### src/rtl/loader_pkg.sv
// Shared types and constants for the boot-time instruction-memory loader.
package loader_pkg;

  typedef enum logic [2:0] {LEN, DATA, CHK, DONE, ERR} state_e;

  localparam int BYTE_W        = 8;
  localparam int WORD_W        = 32;
  localparam int LEN_BYTES     = 4;
  localparam int MAX_WORDS_DEF = 16384;

endpackage

### src/rtl/loader_word_asm.sv
// Little-endian byte-to-word assembler, shared by the length header and the payload.
module loader_word_asm
  import loader_pkg::*;
(
  input  logic              clk,
  input  logic              rst,
  input  logic              byte_vld_i,
  input  logic [BYTE_W-1:0] byte_i,
  output logic              word_vld_o,
  output logic [WORD_W-1:0] word_o
);

  logic [1:0]               cnt_q;
  logic [WORD_W-BYTE_W-1:0] sr_q;

  always_ff @(posedge clk) begin
    if (rst) begin
      cnt_q <= '0;
    end else if (byte_vld_i) begin
      cnt_q <= cnt_q + 2'd1;
    end
  end

  // Holds the first three bytes; the fourth completes the word without a register stage.
  always_ff @(posedge clk) begin
    if (byte_vld_i) begin
      sr_q <= {byte_i, sr_q[WORD_W-BYTE_W-1:BYTE_W]};
    end
  end

  assign word_vld_o = byte_vld_i && (cnt_q == 2'(LEN_BYTES - 1));
  assign word_o     = {byte_i, sr_q};

endmodule

### src/rtl/imem_prog_loader.sv
// Streams a length-prefixed image into instruction memory and holds the core in reset until done.
// Optional trailer checksum is compiled in with LOADER_CHECKSUM_EN.
module imem_prog_loader
  import loader_pkg::*;
#(
  parameter logic [31:0] BASE_ADDR = 32'h0000_0000,
  parameter int          MAX_WORDS = MAX_WORDS_DEF
) (
  input  logic        clk,
  input  logic        rst,
  input  logic        in_valid,
  input  logic [7:0]  in_data,
  output logic        in_ready,
  output logic        imem_we,
  output logic [31:0] imem_addr,
  output logic [31:0] imem_wdata,
  output logic        cpu_rst,
  output logic        done,
  output logic        error,
  output logic [15:0] word_count
);

  localparam logic [31:0] MAX_W = 32'(MAX_WORDS);
`ifdef LOADER_CHECKSUM_EN
  localparam state_e TAIL = CHK;
`else
  localparam state_e TAIL = DONE;
`endif

  state_e        state_q, state_d;
  logic          init_q;
  logic          we_q;
  logic [31:0]   wdata_q;
  logic [15:0]   wcnt_q;
  logic [15:0]   n_q;
  logic          last_q;
  logic          accept;
  logic          asm_vld;
  logic          word_vld;
  logic [31:0]   word;

  assign accept  = in_valid && in_ready;
  assign asm_vld = accept && (state_q == LEN || state_q == DATA);

  loader_word_asm u_asm (
    .clk       (clk),
    .rst       (rst),
    .byte_vld_i(asm_vld),
    .byte_i    (in_data),
    .word_vld_o(word_vld),
    .word_o    (word)
  );

`ifdef LOADER_CHECKSUM_EN
  logic [7:0] sum_q;
  logic [7:0] sum_chk;
  assign sum_chk = sum_q + in_data;

  always_ff @(posedge clk) begin
    if (rst) begin
      sum_q <= '0;
    end else if (state_q == DATA && accept) begin
      sum_q <= sum_q + in_data;
    end
  end
`endif

  always_ff @(posedge clk) begin
    if (rst) state_q <= LEN;
    else     state_q <= state_d;
  end

  always_comb begin
    state_d = state_q;
    case (state_q)
      LEN: begin
        if (word_vld) begin
          if (word > MAX_W)     state_d = ERR;
          else if (word == '0)  state_d = TAIL;
          else                  state_d = DATA;
        end
      end
      // Leave DATA only once the final word's write strobe has been issued.
      DATA: if (we_q && last_q) state_d = TAIL;
      CHK: begin
`ifdef LOADER_CHECKSUM_EN
        if (accept) state_d = (sum_chk == 8'd0) ? DONE : ERR;
`else
        state_d = ERR;
`endif
      end
      DONE:    state_d = DONE;
      ERR:     state_d = ERR;
      default: state_d = ERR;
    endcase
  end

  always_comb begin
    in_ready = init_q && (state_q == LEN || (state_q == DATA && !last_q) || state_q == CHK);
    done     = (state_q == DONE);
    error    = (state_q == ERR);
    cpu_rst  = (state_q != DONE);
  end

  always_ff @(posedge clk) begin
    if (rst) begin
      init_q  <= 1'b0;
      we_q    <= 1'b0;
      wdata_q <= '0;
      wcnt_q  <= '0;
      n_q     <= '0;
      last_q  <= 1'b0;
    end else begin
      init_q <= 1'b1;
      we_q   <= (state_q == DATA) && word_vld;
      if (state_q == DATA && word_vld) begin
        wdata_q <= word;
      end
      if (state_q == LEN && word_vld) begin
        n_q <= word[15:0];
      end
      if (we_q) begin
        wcnt_q <= wcnt_q + 16'd1;
      end
      // A word completes at least three cycles after the previous write, so wcnt_q is settled here.
      if (state_q == DATA && word_vld && (wcnt_q + 16'd1 == n_q)) begin
        last_q <= 1'b1;
      end else if (we_q && last_q) begin
        last_q <= 1'b0;
      end
    end
  end

  assign imem_we    = we_q;
  assign imem_wdata = wdata_q;
  assign imem_addr  = BASE_ADDR + {14'd0, wcnt_q, 2'b00};
  assign word_count = wcnt_q;

endmodule

### config.mk
export PLATFORM = sky130hd
export DESIGN_NAME = imem_prog_loader
export DESIGN_NICKNAME = d
export VERILOG_FILES = /design/src/rtl/loader_pkg.sv /design/src/rtl/loader_word_asm.sv /design/src/rtl/imem_prog_loader.sv
export SDC_FILE = /design/constraint.sdc
export NUM_CORES = 1
export LEC_CHECK = 0
export CAP_MARGIN = 20
export CELL_PAD_IN_SITES_DETAIL_PLACEMENT = 0
export CELL_PAD_IN_SITES_GLOBAL_PLACEMENT = 1
export CORE_ASPECT_RATIO = 1.75
export CORE_MARGIN = 3
export CORE_UTILIZATION = 39
export DETAILED_ROUTE_END_ITERATION = 7
export PLACE_DENSITY = 0.9
export SYNTH_ARGS = -nofsm -noshare
export SYNTH_HDL_FRONTEND = slang
export SYNTH_SLANG_ARGS = --single-unit
export TNS_END_PERCENT = 5
### constraint.sdc
create_clock -name clk -period 2.3 [get_ports clk]
set_input_delay 0.46 -clock clk [delete_from_list [all_inputs] [get_ports clk]]
set_output_delay 0.46 -clock clk [all_outputs]
set_load 0.005 [all_outputs]
* Word level (Yosys, flattened, before mapping)
Cells that the tools add are included.
** Word-level totals
- Register bits :: 96
- Word-level logic and storage cells :: 46
** Cells by class
- $add $sub $neg :: 2
- Order comparisons :: 1
- Equal/unequal tests :: 9
- Multiplexer cells :: 8
- Reduce and logical (&&, ||, !) cells :: 17
** Operators with widths (count)
- $gt 32x15->1 const B :: 1
- $logic_not 32->1 :: 1
- $add 16x1->16 const B :: 1
- $eq 16x16->1 :: 1
- $logic_and 1x1->1 :: 9
- $mux 3 :: 3
- $pmux 3 s3 :: 1
- $eq 3x2->1 const B :: 2
- $ne 2x2->1 const B :: 2
- $eq 3x1->1 const B :: 1
- $eq 3x3->1 const B :: 1
- $logic_not 3->1 :: 1
- $logic_or 1x1->1 :: 3
- $mux 1 :: 3
- $ne 3x2->1 const B :: 1
- $add 2x1->2 const B :: 1
- $eq 2x2->1 const B :: 1
- $mux 2 :: 1
- $reduce_and 2->1 :: 1
- $reduce_bool 2->1 :: 1
- $logic_not 1->1 :: 1

* Depth between registers and ports, before layout
Gate-level depths: netlist of run 1.
- Depth after elaboration :: 11
- Depth in mapped cells :: 8
- Gate-level depth less buffers :: 7

* Cells and area by module
From an unflattened synthesis of run 1, not the netlist that was laid out.
** Second synthesis, totals
- Cells, all modules :: 478
- Area total of the unflattened synthesis :: 4302.9 um^2
** By module, submodules not included
- imem_prog_loader :: instances 1, cells each 438, area each 3435.8 um^2, seq. area each 1401.3 um^2
- loader_word_asm :: instances 1, cells each 40, area each 867.1 um^2, seq. area each 760.7 um^2

* Worst setup path before layout of run 1
Ideal clock, no wire load.
- Path kind :: register to register
- Start :: register wcnt_q[0], in the netlist word_count[0]
- End :: register last_q
- Library setup time :: 0.069 ns
- Arrival :: 1.768 ns
- Data required time :: 2.231 ns
- Slack :: 0.463 ns
- Stages on the path, launching flop included :: 9
- Buffers on the path :: 1
- Clock period less this slack :: 1.837 ns
- Cell sequence :: dfxtp_1 -> ha_1 -> and3_1 -> buf_2 -> a21oi_1 -> nand4b_1 -> a2111oi_2 -> nand4_1 -> o21ai_1
** Between the ends
- Longest elaborated chain between the ends :: 4
** Ends and longest elaborated chain
- start, declared :: line imem_prog_loader.sv:34 : logic [15:0] wcnt_q;
- start signal, assigned :: line imem_prog_loader.sv:123 : wcnt_q <= wcnt_q + 16'd1;
- $add 16x1->16 * :: line imem_prog_loader.sv:126 : if (state_q == DATA && word_vld && (wcnt_q + 16'd1 == n_q)) begin
- $eq 16x16->1 * :: line imem_prog_loader.sv:126
- $logic_and 1x1->1 * :: line imem_prog_loader.sv:126
- $mux 1 / $reduce_bool 2->1 (equally long branches)
- end signal, assigned :: line imem_prog_loader.sv:112 : last_q <= 1'b0;
- end signal, assigned :: line imem_prog_loader.sv:127 : last_q <= 1'b1;
- end signal, assigned :: line imem_prog_loader.sv:129 : last_q <= 1'b0;
- end, declared :: line imem_prog_loader.sv:36 : logic last_q;
Mark *: on every way between the ends. The rest lies on a longest branch, timed or not.
A chain may end at the register's enable or synchronous reset.

* Final worst setup path of run 1
- Start :: register state_q[0]
- End :: output done
** Between the ends
- Longest elaborated chain between the ends :: 1
** Ends and longest elaborated chain
- start, declared :: line imem_prog_loader.sv:30 : state_e state_q, state_d;
- start signal, assigned :: line imem_prog_loader.sv:70 : else state_q <= state_d;
- $eq 3x2->1 :: line imem_prog_loader.sv:100 : done = (state_q == DONE);
- end, declared :: line imem_prog_loader.sv:18 : output logic done,
No other way between the ends.

==> results of run 1 <==
registers in the layout, summed over array words and instances, names as in the netlist, 2 cells and up:
signal / flops
imem_wdata: 32
u_asm.sr_q: 24
n_q: 16
word_count: 16
state_q: 3
u_asm.cnt_q: 2
through the flow:
step	setup TNS (ns)	setup slack [ns]	utilization (%)	hold slack, ns	instance area [µm²]
2_1_floorplan	0	0.463	-	0.440	4340
3_3_place_gp	-0.0164	-0.0164	47.1	0.447	5040
3_5_place_dp	-0.0425	-0.0423	47.1	0.471	5040
4_1_cts	0	0.0845	49.9	0.336	5340
5_1_grt	0	0.00849	49.9	0.345	5340
6_report	0	0.136	49.9	0.346	5340
cell type report:
type | count | area [µm²]
Timing Repair Buffer | 90 | 881
Clock buffer | 9 | 225
Multi-Input combinational cell | 281 | 1810
Tap cell | 130 | 163
Inverter | 7 | 26.3
Clock inverter | 7 | 71.3
Fill cell | 961 | 5360
Sequential cell | 96 | 2160
routing by layer:
| layer | part of all wire, % | vias up |
|---|---|---|
| met3 | 5.0 | 11 |
| met4 | 2.0 | 0 |
| met5 | 0 | - |
| met1 | 37 | 1496 |
| met2 | 56 | 78 |
| li1 | - | 1532 |
layout by cell type, fill, tap and decap left out, drive strengths merged, types with 11 or more instances in the layout:
cell type | netlist | layout
nand3 | 12 | 12
nor2 | 74 | 74
edfxtp | 24 | 24
clkdlybuf4s50 | 0 | 78
mux2i | 49 | 49
buf | 45 | 12
xor2 | 14 | 14
nand2 | 17 | 17
dfxtp | 72 | 72
xnor2 | 21 | 21
nand4 | 11 | 11
conb | 1 | 16
worst paths after layout:
check | start | to
setup reg to reg | word_count[5]$_SDFFE_PP0P_ | word_count[15]$_SDFFE_PP0P_
hold reg to reg | u_asm.cnt_q[1]$_SDFFE_PP0P_ | u_asm.cnt_q[1]$_SDFFE_PP0P_
hold / removal | rst | init_q$_DFF_P_
setup / recovery | state_q[0]$_SDFFE_PP0P_ | done
where the power goes:
part           switching (mW)  internal [mW]  leakage (nW)
combinational          0.0505         0.0291          1.32
sequential             0.0205           1.75         0.805
clock                   0.630          0.842         0.139
total                   0.701           2.62          2.26
cells by family (layout without fill, tap and decap cells):
logic type / Yosys count / in the layout / synth area share, %
other: 1 / 16 / 0.0875
multiplexers: 49 / 49 / 11.4
flip-flops: 96 / 96 / 50.5
AO/OA/AOI/OAI: 27 / 27 / 4.06
buffers and inverters: 61 / 113 / 8.58
AND/OR/NAND/NOR: 152 / 152 / 17.6
adder cells (fa/ha/maj): 2 / 2 / 0.584
XOR/XNOR: 35 / 35 / 7.15
==> reports/qor.csv, run 1 <==
metric;value;unit
worst relative slew slack;51.4;%
DRT Pass-1 Iters;5;
Worst Max-Slew Pin Slew;0.729;ns
count leader, synth;nor2_1;
Synth Instances;423;
Antenna Cells;0;
critical path depth in cells;4;
CTS tree;done;
Peak VDD IR;705;µV
CP Buf/Inv Count;2;
PD cells;623;mW/mm²
critical path endpoint category;output pin;
Reg clk slew, reported paths;0.06;ns
post-CTS sizing;0;
worst r2r path cells;6;
min-delay worst type;in -> reg;
Final period util;94.1;%
Horiz. Die Dim;85.2;µm
H-tree depth;3;
synthesized cell area;0.00429;mm²
FP Rows;50;
number of antenna violations at the first check in global routing;0;
Worst-Skew Late Latency;0.34;ns
GRT met3 Usage;4.08;%
min Tclk post-route;2.16;ns
hold depth;2;
Synth cell types;45;
Iteration-0 DRC Markers;103;
WS Path Type;reg -> out;
# setup viols final;0;
static leakage;2.26;nW
detailed-route DRC error count;0;
antenna-violating nets left;0;
CP max FO;7;
DIE AREA;0.0123;mm²
Clock Sinks;96;
largest net degree at the start of global routing;69;
Overall Global Routing Usage;16.2;%
Tot Pwr;3.32;mW
Via density;5.03;
post-CTS setup buffer count;0;
Initial Util;40.1;%
GPL Wtd Cong;0.791;
number of synthesized flops with an enable pin;24;
Worst Clk Skew;0.00536;ns
CP top delay family;buffers and inverters;
Area contributors post-synth;dfxtp_1 (34%), edfxtp_1 (17%), mux2i_1 (11%);
Post-Place Cells;604;
Layout area overhead;24.6;%
crit path launch type;flip-flop;
biggest area consumer among synthesized cells;dfxtp_1;
grt met1 use;16.4;%
outcome;finished, final reports clean;
YS warnings;0;
Max Root-Sink Buffers;2;
top cell type's share of synthesized area;33.6;%
Fmax;0.462;GHz
Buffers on Ports;79;
Hold Vio Cnt, Final;0;
WL per Instance;15.7;µm
Slowest cell on crit path;clkdlybuf4s50_1;
commonest cells in the netlist;nor2_1 (74), dfxtp_1 (72), mux2i_1 (49);
FFs w/ async S/R, synth;0;%
cells along the critical path;nor2b_1, nand2_1, inv_1, clkdlybuf4s50_1;
io pins;96;
vias in the first global route;3131;
WP data arrival;1.70;ns
top_reg_cell synth;dfxtp_1;
Syn Area/Cell;10.1;µm²
share of cells above drive strength 1;6.53;%
CTS Buf Count;9;
layer carrying the most global-route usage;met2;
RSZ-0062 raised after global routing;false;
CTS hold repair buffers;0;
Final #Nets;498;
Final Max Tran Viols;0;
global-route wire length before repair;15.6;mm
post-DP HPWL;7.05;mm
Overflow after GRT;0;
flop-to-flop setup slack;0.30;ns
CP peak stage delay;0.49;ns
grt met2 use;31.1;%
fin cells;620;
core area;0.0107;mm²
Post-Route WL;9.74;mm
Req. time, crit path;1.84;ns
die height;145;µm
Max Cap Viol;0;
CTS root buffer;clkbuf_16;
Vias;3117;
Synth Register Bits;96;
sequential fraction of the synthesis area;50.5;%
Power figures use the tool's default switching activity.
==> run 2, diff against run 1 <==
--- a/config.mk
+++ b/config.mk
@@ -12,6 +12,7 @@
 export CORE_MARGIN = 3
 export CORE_UTILIZATION = 39
 export DETAILED_ROUTE_END_ITERATION = 7
+export HOLD_SLACK_MARGIN = 0.03
 export PLACE_DENSITY = 0.9
 export SYNTH_ARGS = -nofsm -noshare
 export SYNTH_HDL_FRONTEND = slang
==> results of run 2 <==
The final DEF is identical to that of run 1; final timing and power are the same.
==> run 3, diff against run 2 <==
--- a/config.mk
+++ b/config.mk
@@ -11,6 +11,7 @@
 export CORE_ASPECT_RATIO = 1.75
 export CORE_MARGIN = 3
 export CORE_UTILIZATION = 39
+export CTS_CLUSTER_DIAMETER = 30
 export DETAILED_ROUTE_END_ITERATION = 7
 export HOLD_SLACK_MARGIN = 0.03
 export PLACE_DENSITY = 0.9
==> results of run 3 <==
The final DEF is identical to that of run 1; final timing and power are the same.
